[config.mk]
export PLATFORM = sky130hd
export DESIGN_NAME = data_path_flat
export DESIGN_NICKNAME = d
export VERILOG_FILES = /design/src/rtl/data_path_pkg.sv /design/src/rtl/data_path_if.sv /design/src/rtl/data_path_alu.sv /design/src/rtl/data_path.sv /design/src/flat_wrapper.sv
export SDC_FILE = /design/constraint.sdc
export NUM_CORES = 2
export LEC_CHECK = 0
export ABC_AREA = 1
export CAP_MARGIN = 40
export CORE_MARGIN = 2
export CORE_UTILIZATION = 45
export DETAILED_ROUTE_END_ITERATION = 12
export PLACE_DENSITY = 0.64
export SLEW_MARGIN = 20
export SYNTH_ARGS = -nofsm -noshare
export SYNTH_HDL_FRONTEND = slang
export SYNTH_SLANG_ARGS = --single-unit
[constraint.sdc]
create_clock -name clk -period 14.9 [get_ports clk]
set_input_delay 2.98 -clock clk [delete_from_list [all_inputs] [get_ports clk]]
set_output_delay 2.98 -clock clk [all_outputs]
set_load 0.01 [all_outputs]
[src/rtl/data_path_pkg.sv]
// Shared constants for the Mini SRC datapath: ALU opcodes, IR field positions
// and CON condition codes.
package datapath_pkg;

   localparam logic [4:0] ALU_ADD  = 5'b00000;
   localparam logic [4:0] ALU_SUB  = 5'b00001;
   localparam logic [4:0] ALU_OR   = 5'b00010;
   localparam logic [4:0] ALU_AND  = 5'b00011;
   localparam logic [4:0] ALU_SHR  = 5'b00100;
   localparam logic [4:0] ALU_SHRA = 5'b00101;
   localparam logic [4:0] ALU_SHL  = 5'b00110;
   localparam logic [4:0] ALU_ROR  = 5'b00111;
   localparam logic [4:0] ALU_ROL  = 5'b01000;
   localparam logic [4:0] ALU_MUL  = 5'b01001;
   localparam logic [4:0] ALU_DIV  = 5'b01010;
   localparam logic [4:0] ALU_NEG  = 5'b01011;
   localparam logic [4:0] ALU_NOT  = 5'b01100;
   localparam logic [4:0] ALU_INC  = 5'b01101;

   localparam int IR_RA_HI   = 26;
   localparam int IR_RA_LO   = 23;
   localparam int IR_RB_HI   = 22;
   localparam int IR_RB_LO   = 19;
   localparam int IR_RC_HI   = 18;
   localparam int IR_RC_LO   = 15;
   localparam int IR_C_HI    = 18;
   localparam int IR_COND_HI = 20;
   localparam int IR_COND_LO = 19;

   typedef enum logic [1:0] {
      CON_ZERO    = 2'b00,
      CON_NONZERO = 2'b01,
      CON_POS     = 2'b10,
      CON_NEG     = 2'b11
   } con_cond_e;

endpackage

[src/rtl/data_path_if.sv]
// Control-unit <-> datapath bundle: one-hot bus/load strobes in, register taps out.
// R_out[n] / R_en[n] carry the per-register R<n>out / R<n>en strobes.
interface data_path_if #(parameter int WIDTH = 32);
   logic [4:0]       alu_control;
   logic [WIDTH-1:0] Mdatain;
   logic [15:0]      R_out;
   logic [15:0]      R_en;
   logic             MDROut, HIout, LOout, ZHIout, ZLOout, Pout, Cout, Yout;
   logic             IRen, MARen, MDRen, Read, Write;
   logic             Yen, Pen, ZHIen, ZLOen, HIen, LOen;
   logic             Gra, Grb, Grc, BAout, ConIn, Rin, Rout;
   logic [WIDTH-1:0] bus_q, ir_q, mar_q, mdr_q;
   logic             mem_write, con_q;

   modport master (
      output alu_control, Mdatain, R_out, R_en,
      output MDROut, HIout, LOout, ZHIout, ZLOout, Pout, Cout, Yout,
      output IRen, MARen, MDRen, Read, Write,
      output Yen, Pen, ZHIen, ZLOen, HIen, LOen,
      output Gra, Grb, Grc, BAout, ConIn, Rin, Rout,
      input  bus_q, ir_q, mar_q, mdr_q, mem_write, con_q
   );

   modport slave (
      input  alu_control, Mdatain, R_out, R_en,
      input  MDROut, HIout, LOout, ZHIout, ZLOout, Pout, Cout, Yout,
      input  IRen, MARen, MDRen, Read, Write,
      input  Yen, Pen, ZHIen, ZLOen, HIen, LOen,
      input  Gra, Grb, Grc, BAout, ConIn, Rin, Rout,
      output bus_q, ir_q, mar_q, mdr_q, mem_write, con_q
   );
endinterface

[src/rtl/data_path_alu.sv]
// Combinational ALU: A = Y, B = bus, 64-bit result feeding ZHI/ZLO.
// MUL/DIV hardware exists only when DATAPATH_MULDIV_EN is defined.
module data_path_alu
   import datapath_pkg::*;
#(
   parameter int WIDTH = 32
) (
   input  logic [WIDTH-1:0]   a,
   input  logic [WIDTH-1:0]   b,
   input  logic [4:0]         op,
   output logic [2*WIDTH-1:0] result
);

   logic [4:0]         sh;
   logic [2*WIDTH-1:0] rot_r, rot_l;

   assign sh    = b[4:0];
   // Rotates fall out of shifting the doubled word.
   assign rot_r = {a, a} >> sh;
   assign rot_l = {a, a} << sh;

`ifdef DATAPATH_MULDIV_EN
   logic signed [2*WIDTH-1:0] a_ext, b_ext, prod, quot, rem;
   logic                      unused_div_hi;

   // 64-bit operands keep the most-negative / -1 quotient well defined.
   assign a_ext = {{WIDTH{a[WIDTH-1]}}, a};
   assign b_ext = {{WIDTH{b[WIDTH-1]}}, b};
   assign prod  = a_ext * b_ext;
   assign quot  = (b == '0) ? '0 : a_ext / b_ext;
   assign rem   = (b == '0) ? '0 : a_ext % b_ext;
   assign unused_div_hi = &{1'b0, quot[2*WIDTH-1:WIDTH], rem[2*WIDTH-1:WIDTH]};
`endif

   always_comb begin
      result = '0;
      case (op)
         ALU_ADD:  result[WIDTH-1:0] = a + b;
         ALU_SUB:  result[WIDTH-1:0] = a - b;
         ALU_OR:   result[WIDTH-1:0] = a | b;
         ALU_AND:  result[WIDTH-1:0] = a & b;
         ALU_SHR:  result[WIDTH-1:0] = a >> sh;
         ALU_SHRA: result[WIDTH-1:0] = $signed(a) >>> sh;
         ALU_SHL:  result[WIDTH-1:0] = a << sh;
         ALU_ROR:  result[WIDTH-1:0] = rot_r[WIDTH-1:0];
         ALU_ROL:  result[WIDTH-1:0] = rot_l[2*WIDTH-1:WIDTH];
`ifdef DATAPATH_MULDIV_EN
         ALU_MUL:  result = prod;
         ALU_DIV:  result = {rem[WIDTH-1:0], quot[WIDTH-1:0]};
`else
         ALU_MUL, ALU_DIV: result = '0;
`endif
         ALU_NEG:  result[WIDTH-1:0] = '0 - b;
         ALU_NOT:  result[WIDTH-1:0] = ~b;
         ALU_INC:  result[WIDTH-1:0] = b + {{(WIDTH-1){1'b0}}, 1'b1};
         default:  result[WIDTH-1:0] = b;
      endcase
   end

endmodule

[src/rtl/data_path.sv]
// Mini SRC single-bus datapath: register file, special registers, bus mux,
// select-and-encode and CON. Optional MUL/DIV via DATAPATH_MULDIV_EN.
module data_path
   import datapath_pkg::*;
#(
   parameter int WIDTH = 32
) (
   input  logic      clk,
   input  logic      clr,
   data_path_if.slave dp
);

   localparam int NREG = 16;

   logic [WIDTH-1:0]   r_reg [NREG];
   logic [WIDTH-1:0]   r_rd  [NREG];
   logic [WIDTH-1:0]   pc_reg, ir_reg, mar_reg, mdr_reg, y_reg, hi_reg, lo_reg;
   logic [WIDTH-1:0]   zhi_reg, zlo_reg;
   logic               con_reg, con_next;
   logic [WIDTH-1:0]   bus_value, c_ext;
   logic [2*WIDTH-1:0] alu_result;
   logic [3:0]         ra, rb, rc, sel_idx;
   logic [NREG-1:0]    sel, r_load, r_drive;

   assign ra      = ir_reg[IR_RA_HI:IR_RA_LO];
   assign rb      = ir_reg[IR_RB_HI:IR_RB_LO];
   assign rc      = ir_reg[IR_RC_HI:IR_RC_LO];
   assign sel_idx = ({4{dp.Gra}} & ra) | ({4{dp.Grb}} & rb) | ({4{dp.Grc}} & rc);
   assign sel     = 16'b1 << sel_idx;
   assign c_ext   = {{(WIDTH-IR_C_HI-1){ir_reg[IR_C_HI]}}, ir_reg[IR_C_HI:0]};

   generate
      for (genvar gi = 0; gi < NREG; gi++) begin : g_reg
         assign r_load[gi]  = dp.R_en[gi] | (dp.Rin & sel[gi]);
         assign r_drive[gi] = dp.R_out[gi] | ((dp.Rout | dp.BAout) & sel[gi]);
         if (gi == 0) begin : g_r0
            // Base-address reads treat R0 as a hard zero.
            assign r_rd[gi] = (dp.BAout & sel[0]) ? '0 : r_reg[gi];
         end else begin : g_rn
            assign r_rd[gi] = r_reg[gi];
         end
      end
   endgenerate

   // Lowest-priority source first so higher-priority ones overwrite it.
   always_comb begin
      bus_value = '0;
      if (dp.Yout)   bus_value = y_reg;
      if (dp.Cout)   bus_value = c_ext;
      if (dp.MDROut) bus_value = mdr_reg;
      if (dp.Pout)   bus_value = pc_reg;
      if (dp.ZLOout) bus_value = zlo_reg;
      if (dp.ZHIout) bus_value = zhi_reg;
      if (dp.LOout)  bus_value = lo_reg;
      if (dp.HIout)  bus_value = hi_reg;
      for (int i = NREG - 1; i >= 0; i--) begin
         if (r_drive[i]) bus_value = r_rd[i];
      end
   end

   always_comb begin
      con_next = 1'b0;
      case (con_cond_e'(ir_reg[IR_COND_HI:IR_COND_LO]))
         CON_ZERO:    con_next = (bus_value == '0);
         CON_NONZERO: con_next = (bus_value != '0);
         CON_POS:     con_next = !bus_value[WIDTH-1] && (bus_value != '0);
         CON_NEG:     con_next = bus_value[WIDTH-1];
         default:     con_next = 1'b0;
      endcase
   end

   data_path_alu #(.WIDTH(WIDTH)) u_alu (
      .a      (y_reg),
      .b      (bus_value),
      .op     (dp.alu_control),
      .result (alu_result)
   );

   always_ff @(posedge clk or negedge clr) begin
      if (!clr) begin
         for (int i = 0; i < NREG; i++) r_reg[i] <= '0;
         pc_reg  <= '0;
         ir_reg  <= '0;
         mar_reg <= '0;
         mdr_reg <= '0;
         y_reg   <= '0;
         hi_reg  <= '0;
         lo_reg  <= '0;
         zhi_reg <= '0;
         zlo_reg <= '0;
         con_reg <= 1'b0;
      end else begin
         for (int i = 0; i < NREG; i++) begin
            if (r_load[i]) r_reg[i] <= bus_value;
         end
         if (dp.Pen)   pc_reg  <= bus_value;
         if (dp.IRen)  ir_reg  <= bus_value;
         if (dp.MARen) mar_reg <= bus_value;
         if (dp.MDRen) mdr_reg <= dp.Read ? dp.Mdatain : bus_value;
         if (dp.Yen)   y_reg   <= bus_value;
         if (dp.HIen)  hi_reg  <= bus_value;
         if (dp.LOen)  lo_reg  <= bus_value;
         if (dp.ZHIen) zhi_reg <= alu_result[2*WIDTH-1:WIDTH];
         if (dp.ZLOen) zlo_reg <= alu_result[WIDTH-1:0];
         if (dp.ConIn) con_reg <= con_next;
      end
   end

   assign dp.bus_q     = bus_value;
   assign dp.ir_q      = ir_reg;
   assign dp.mar_q     = mar_reg;
   assign dp.mdr_q     = mdr_reg;
   assign dp.mem_write = dp.Write;
   assign dp.con_q     = con_reg;

endmodule

[src/flat_wrapper.sv]
// flat-port wrapper written by rule: the top's interface ports become plain ports
module data_path_flat import datapath_pkg::*;
#(
   parameter int WIDTH = 32
)
  (clk, clr, dp_alu_control, dp_Mdatain, dp_R_out, dp_R_en, dp_MDROut, dp_HIout, dp_LOout, dp_ZHIout, dp_ZLOout, dp_Pout, dp_Cout, dp_Yout, dp_IRen, dp_MARen, dp_MDRen, dp_Read, dp_Write, dp_Yen, dp_Pen, dp_ZHIen, dp_ZLOen, dp_HIen, dp_LOen, dp_Gra, dp_Grb, dp_Grc, dp_BAout, dp_ConIn, dp_Rin, dp_Rout, dp_bus_q, dp_ir_q, dp_mar_q, dp_mdr_q, dp_mem_write, dp_con_q);
  data_path_if #(.WIDTH(WIDTH)) dp_i ();
  input  logic clk;
  input  logic clr;
  input wire logic [$bits(dp_i.alu_control)-1:0] dp_alu_control;
  input wire logic [$bits(dp_i.Mdatain)-1:0] dp_Mdatain;
  input wire logic [$bits(dp_i.R_out)-1:0] dp_R_out;
  input wire logic [$bits(dp_i.R_en)-1:0] dp_R_en;
  input wire logic [$bits(dp_i.MDROut)-1:0] dp_MDROut;
  input wire logic [$bits(dp_i.HIout)-1:0] dp_HIout;
  input wire logic [$bits(dp_i.LOout)-1:0] dp_LOout;
  input wire logic [$bits(dp_i.ZHIout)-1:0] dp_ZHIout;
  input wire logic [$bits(dp_i.ZLOout)-1:0] dp_ZLOout;
  input wire logic [$bits(dp_i.Pout)-1:0] dp_Pout;
  input wire logic [$bits(dp_i.Cout)-1:0] dp_Cout;
  input wire logic [$bits(dp_i.Yout)-1:0] dp_Yout;
  input wire logic [$bits(dp_i.IRen)-1:0] dp_IRen;
  input wire logic [$bits(dp_i.MARen)-1:0] dp_MARen;
  input wire logic [$bits(dp_i.MDRen)-1:0] dp_MDRen;
  input wire logic [$bits(dp_i.Read)-1:0] dp_Read;
  input wire logic [$bits(dp_i.Write)-1:0] dp_Write;
  input wire logic [$bits(dp_i.Yen)-1:0] dp_Yen;
  input wire logic [$bits(dp_i.Pen)-1:0] dp_Pen;
  input wire logic [$bits(dp_i.ZHIen)-1:0] dp_ZHIen;
  input wire logic [$bits(dp_i.ZLOen)-1:0] dp_ZLOen;
  input wire logic [$bits(dp_i.HIen)-1:0] dp_HIen;
  input wire logic [$bits(dp_i.LOen)-1:0] dp_LOen;
  input wire logic [$bits(dp_i.Gra)-1:0] dp_Gra;
  input wire logic [$bits(dp_i.Grb)-1:0] dp_Grb;
  input wire logic [$bits(dp_i.Grc)-1:0] dp_Grc;
  input wire logic [$bits(dp_i.BAout)-1:0] dp_BAout;
  input wire logic [$bits(dp_i.ConIn)-1:0] dp_ConIn;
  input wire logic [$bits(dp_i.Rin)-1:0] dp_Rin;
  input wire logic [$bits(dp_i.Rout)-1:0] dp_Rout;
  output wire logic [$bits(dp_i.bus_q)-1:0] dp_bus_q;
  output wire logic [$bits(dp_i.ir_q)-1:0] dp_ir_q;
  output wire logic [$bits(dp_i.mar_q)-1:0] dp_mar_q;
  output wire logic [$bits(dp_i.mdr_q)-1:0] dp_mdr_q;
  output wire logic [$bits(dp_i.mem_write)-1:0] dp_mem_write;
  output wire logic [$bits(dp_i.con_q)-1:0] dp_con_q;
  assign dp_i.alu_control = dp_alu_control;
  assign dp_i.Mdatain = dp_Mdatain;
  assign dp_i.R_out = dp_R_out;
  assign dp_i.R_en = dp_R_en;
  assign dp_i.MDROut = dp_MDROut;
  assign dp_i.HIout = dp_HIout;
  assign dp_i.LOout = dp_LOout;
  assign dp_i.ZHIout = dp_ZHIout;
  assign dp_i.ZLOout = dp_ZLOout;
  assign dp_i.Pout = dp_Pout;
  assign dp_i.Cout = dp_Cout;
  assign dp_i.Yout = dp_Yout;
  assign dp_i.IRen = dp_IRen;
  assign dp_i.MARen = dp_MARen;
  assign dp_i.MDRen = dp_MDRen;
  assign dp_i.Read = dp_Read;
  assign dp_i.Write = dp_Write;
  assign dp_i.Yen = dp_Yen;
  assign dp_i.Pen = dp_Pen;
  assign dp_i.ZHIen = dp_ZHIen;
  assign dp_i.ZLOen = dp_ZLOen;
  assign dp_i.HIen = dp_HIen;
  assign dp_i.LOen = dp_LOen;
  assign dp_i.Gra = dp_Gra;
  assign dp_i.Grb = dp_Grb;
  assign dp_i.Grc = dp_Grc;
  assign dp_i.BAout = dp_BAout;
  assign dp_i.ConIn = dp_ConIn;
  assign dp_i.Rin = dp_Rin;
  assign dp_i.Rout = dp_Rout;
  assign dp_bus_q = dp_i.bus_q;
  assign dp_ir_q = dp_i.ir_q;
  assign dp_mar_q = dp_i.mar_q;
  assign dp_mdr_q = dp_i.mdr_q;
  assign dp_mem_write = dp_i.mem_write;
  assign dp_con_q = dp_i.con_q;
  data_path #(.WIDTH(WIDTH)) u_core (.clk(clk), .clr(clr), .dp(dp_i));
endmodule
Yosys cells after proc, flatten, opt, wreduce, memory -nomap -nowiden
Index checks and enable logic that the tools add are counted.
Word-level totals
  register bits: 769
  output and inout bits: 130
  word-level logic and storage cells: 160
Cells by class
  add/subtract/negate cells: 4
  equality and inequality tests: 16
  shift-type cells: 6
  multiplexer cells: 28
  bitwise gates (word level): 74
  reduce and logical (&&, ||, !) cells: 7
Operators with widths (count)
  $mux 32: 26
  $pmux 32 s13: 1
  $shl 64x5->64: 1
  $shr 64x5->32: 1
  $and 1x1->1: 33
  $or 1x1->1: 33
  $add 32x1->32 const B: 1
  $add 32x32->32: 1
  $and 32x32->32: 1
  $logic_not 32->1: 1
  $not 32->32: 1
  $or 32x32->32: 1
  $reduce_bool 32->1: 1
  $shl 32x5->32: 1
  $shr 32x5->32: 1
  $sshr 32x5->32: 1
  $sub 1x32->32 const A: 1
  $sub 32x32->32: 1
  $eq 5x4->1 const B: 6
  $eq 5x3->1 const B: 4
  $shl 1x4->16 const A: 1
  $and 4x4->4: 3
  $eq 5x2->1 const B: 2
  $or 4x4->4: 2
  9 further kinds: 10

Longest topological paths before layout
  depth after elaboration: 27
  mapped depth: 61
  gate-level depth less buffers: 57

By module
Synthesis repeated with hierarchy kept, for this count alone.
Unflattened totals
  cells, all modules: 7470
  area, all modules: 49942.9 um^2
By module, submodules not included
  data_path: times used 1, cells each 4882, area an instance 37908.9 um^2
  data_path_alu: times used 1, cells each 2588, area an instance 12034.0 um^2

Least setup slack after synthesis
OpenSTA, ideal clock, no wires.
  path kind: input -> output
  from: input dp_Rout
  to: output dp_bus_q[23]
  arrival time: 5424 ps
  setup slack: 6496 ps
  cell stages on the path: 24
  buffers on the path: 5
  cells stage by stage: nor2_1 inv_1 a41o_1 buf_2 buf_2 buf_2 a21oi_1 o21ai_0 nand2_1 nand2_1 nand2_1 nand2_1 nand2_1 nand2_1 nand2_1 nand2_1 nand2_1 nand2_1 nand2_1 nand2_1 nand2_1 clkbuf_1 clkbuf_1 inv_1
Between the ends
  word-level cells in the longest chain between the ends: 19
  elaborated cells between the ends (all ways): 49
  those cells by class: mux: 16; bitwise: 33
Ends and longest elaborated chain
  start, declared: RTL line flat_wrapper.sv:39  | input wire logic [$bits(dp_i.Rout)-1:0] dp_Rout;
  $or 1x1->1 *: RTL line data_path.sv:35  | assign r_drive[gi] = dp.R_out[gi] | ((dp.Rout | dp.BAout) & sel[gi]);
  $and 1x1->1: RTL line data_path.sv:35
  $or 1x1->1: RTL line data_path.sv:35
  $mux 32 (15 in series): RTL line data_path.sv:57  | if (r_drive[i]) bus_value = r_rd[i];
  $mux 32 *: RTL line data_path.sv:57
  end, declared: RTL line flat_wrapper.sv:40  | output wire logic [$bits(dp_i.bus_q)-1:0] dp_bus_q;
Every way passes the cells marked *; elsewhere a longest branch is shown, timed or not.

Final worst setup path
  from: input dp_Yout
  to: output dp_bus_q[12]
Between the ends
  word-level cells in the longest chain between the ends: 24
Ends and longest elaborated chain
  start, declared: RTL line flat_wrapper.sv:21  | input wire logic [$bits(dp_i.Yout)-1:0] dp_Yout;
  $mux 32: RTL line data_path.sv:48  | if (dp.Yout) bus_value = y_reg;
  $mux 32: RTL line data_path.sv:49  | if (dp.Cout) bus_value = c_ext;
  $mux 32: RTL line data_path.sv:50  | if (dp.MDROut) bus_value = mdr_reg;
  $mux 32: RTL line data_path.sv:51  | if (dp.Pout) bus_value = pc_reg;
  $mux 32: RTL line data_path.sv:52  | if (dp.ZLOout) bus_value = zlo_reg;
  $mux 32: RTL line data_path.sv:53  | if (dp.ZHIout) bus_value = zhi_reg;
  $mux 32: RTL line data_path.sv:54  | if (dp.LOout) bus_value = lo_reg;
  $mux 32: RTL line data_path.sv:55  | if (dp.HIout) bus_value = hi_reg;
  $mux 32 (16 in series): RTL line data_path.sv:57
No other way between the ends.

==> metrics.md <==
| Metric | Value |
|---|---|
| Status | `completed` |
| Crit path max fanout | `17` |
| Fillers | `10435` |
| Max FFs per register | `480` |
| Slew headroom | `32.0%` |
| FF+latch area | `19200 um2` |
| Required time worst endpoint | `11.92 ns` |
| FMAX | `roughly 0.087 GHz` |
| Total core area | `104000 um2` |
| H-tree depth | `3` |
| Most frequent cells in the layout | `nand2_1 (2334), o21ai_0 (951), a21oi_1 (773)` |
| Slew @ Worst Pin | `1.02 ns` |
| Final setup viols | `0` |
| Vias per inst | `5.86` |
| Crit-path max cell delay | `0.90 ns` |
| CP top delay family | `buffers and inverters` |
| Cell count after synthesis | `6999` |
| Layout cell share with drive strength beyond 1 | `5.35%` |
| Slowest-stage cell, CP | `clkdlybuf4s50_1` |
| Resized cells post-CTS | `0` |
| Final TNS setup | `0 ns` |
| WL final | `203000 um` |
| Cts hold-fix bufs | `0` |
| Pwr per Cell Area | `196 nW/um2` |
| Placed Cells | `~8200` |
| Initial antenna violation count | `8` |
| Die height | `328 um` |
| DR DRC count | `0` |
| Num CTS Buffers | `85` |
| Clk_skew | `0.0306 ns` |
| Drt wl/cell | `24.2 um` |
| CTS tree | `yes` |
| Maxcap violations | `0` |
| Vias in the first global route | `around 44000` |
| Multi-input gate area | `between 20000 and 25000 um2` |
| Via count | `between 40000 and 50000` |
| CP Buf/Inv Count | `4` |
| Yosys top cell by area | `dfrtp_1` |
| Nature of the critical path startpoint | `input port` |
| Static leakage | `0.0252 uW` |
| Post-CTS Repair Setup Buffers | `0` |
| Largest net degree at the start of global routing | `~180` |
| Crit path time final | `11.44 ns` |
| Clock latency on the worst-skew pair | `0.68 ns` |
| Synth area leaders | `dfrtp_1 (41%), nand2_1 (19%), o21ai_0 (10%), a21oi_1 (8.2%), nand3_1 (5.6%)` |
| Total gr overflow | `0` |
| Die ar. | `108000 um2` |
| Layout Cells excl Fill | `roughly 8400` |
| First-pass GRT wire length | `294000 um` |
| Initial Util | `45.5%` |
| Worst-path clk slew | `0.06 ns` |
| Crit path kind | `in2out` |
| Global Route Usage Sum | `between 30% and 40%` |
| Final Hold Violating Endpoints | `0` |
| Die Width | `328 um` |
| CTS Root Buffer Type | `clkbuf_16` |
| 1st-iter DRT viols | `6791` |
| Area grow syn2layout | `12.7%` |
| Register area share after synthesis | `40.7%` |
| CP Capture Type | `output port` |
| Post-synth cell types | `55` |
| Class of the worst hold path | `reg2reg` |
| Final net count | `7089` |
| CTS Buffer Depth | `3` |
| Pins over their slew limit | `0` |
| Yosys warnings | `0` |
| 1st-pass router iterations | `7` |
| Post-Syn Area | `between 40000 and 50000 um2` |
| Boundary pin count | `227` |
| Global placer's final weighted congestion | `1.05` |
| Worst path most repeated cell | `nand2_1` |
| RSZ-0062 raised after global routing | `no` |
| Total power draw | `10400 uW` |
| ANT nets after route | `0` |
| Most common cell after layout, fill and taps aside | `nand2_1` |
| Final Hold Slack | `0.481 ns` |
| Port Buffer Count | `~220` |
| Clock Sinks | `769` |
| Synthesis-stage register bit count | `between 700 and 800` |
| Crit path DAT | `around 8.5 ns` |
| Yosys top cell area share | `40.7%` |
| Fin crit share | `76.8%` |
| Detailed placement HPWL | `about 140000 um` |
| Row cnt | `118` |
| Mapped Avg Cell Area | `6.75 um2` |
| Worst VDD drop | `between 100 and 150 uV` |
| Synthesized Nets | `7159` |
## report_power, final
part	switching (uW)	internal (uW)	leakage, uW	total (uW)
combinational	3590	1460	0.0143	5060
clock	894	1260	0.00140	2160
sequential	433	2780	0.00948	3210
## cells by family after synthesis
group | share of synthesized area, %
flip-flops | 40.7
buffers and inverters | 8.22
AND/OR/NAND/NOR | 28.5
XOR/XNOR | 0.167
multiplexers | 0.0212
AO/OA/AOI/OAI | 20.7
adder cells (fa/ha/maj) | 1.70
## layer usage
metal | routed length [um] | vias to the layer above | track usage [%]
met5 | 34 | - | 0
met4 | 10700 | 6 | 17.8
met3 | 19700 | 423 | 6.77
met2 | 86600 | 2412 | 53.9
met1 | 85600 | 23478 | 52.2
li1 | - | 22819 | -
## layout make-up
type	count	area share (%)
diodes	7	0.0329
well taps	1380	3.24
clock buffers	127	4.67
flip-flops and latches	769	36.1
clock inverters	27	0.684
inverters	435	3.08
multi-input cells	5272	45.5
repair buffers	366	6.65
## Yosys cell counts (all sizes together)
cell type,count
buf,173
nor4,4
clkbuf,350
a221oi,1
fa,2
o211ai,46
nand4,34
clkinv,15
nor2,317
a31oi,15
nand2,2368
xnor2,2
ha,61
nand3,536
o31ai,1
o22ai,3
o221a,3
o221ai,2
mux2i,1
a21o,25
o21bai,6
xor2,7
o21ai,986
dfrtp,769
nand3b,11
a31o,3
a41o,6
or2,18
inv,420
and2,1
a21boi,6
nor3,24
o21a,7
a211oi,2
a21oi,773
a22oi,1
## tightest hold or removal path, stage by stage, from the launching register on
cell and delay [ns]:
dfrtp_1 0.34, nand2_1 0.06, nand2_1 0.05
## per-stage QoR
step           area, um2  utilization [%]  worst slack [ns]
5_1_grt            53200             51.3              3.25
3_5_place_dp       50300             48.4              3.49
4_1_cts            53100             51.2              3.63
3_3_place_gp       50000             48.2              3.53
6_report           53200             51.3              3.46
2_1_floorplan      47300                -              6.50
## path summary, 6_finish.rpt
check,startpoint,endpoint,slack [ns],cells after the start
setup / recovery,dp_Yout,dp_bus_q[12],3.46,25
hold / removal,u_core.zlo_reg[19],u_core.zlo_reg[19],0.48,2
setup reg to reg,u_core.dp.ir_q[17],u_core.zlo_reg[22],6.12,53
hold reg to reg,u_core.zlo_reg[19],u_core.zlo_reg[19],0.48,2
max in group asynchronous,clr,u_core.y_reg[11],10.33,5
min in group asynchronous,clr,u_core.r_rd[189],2.35,1
Power figures use the tool's default switching activity.
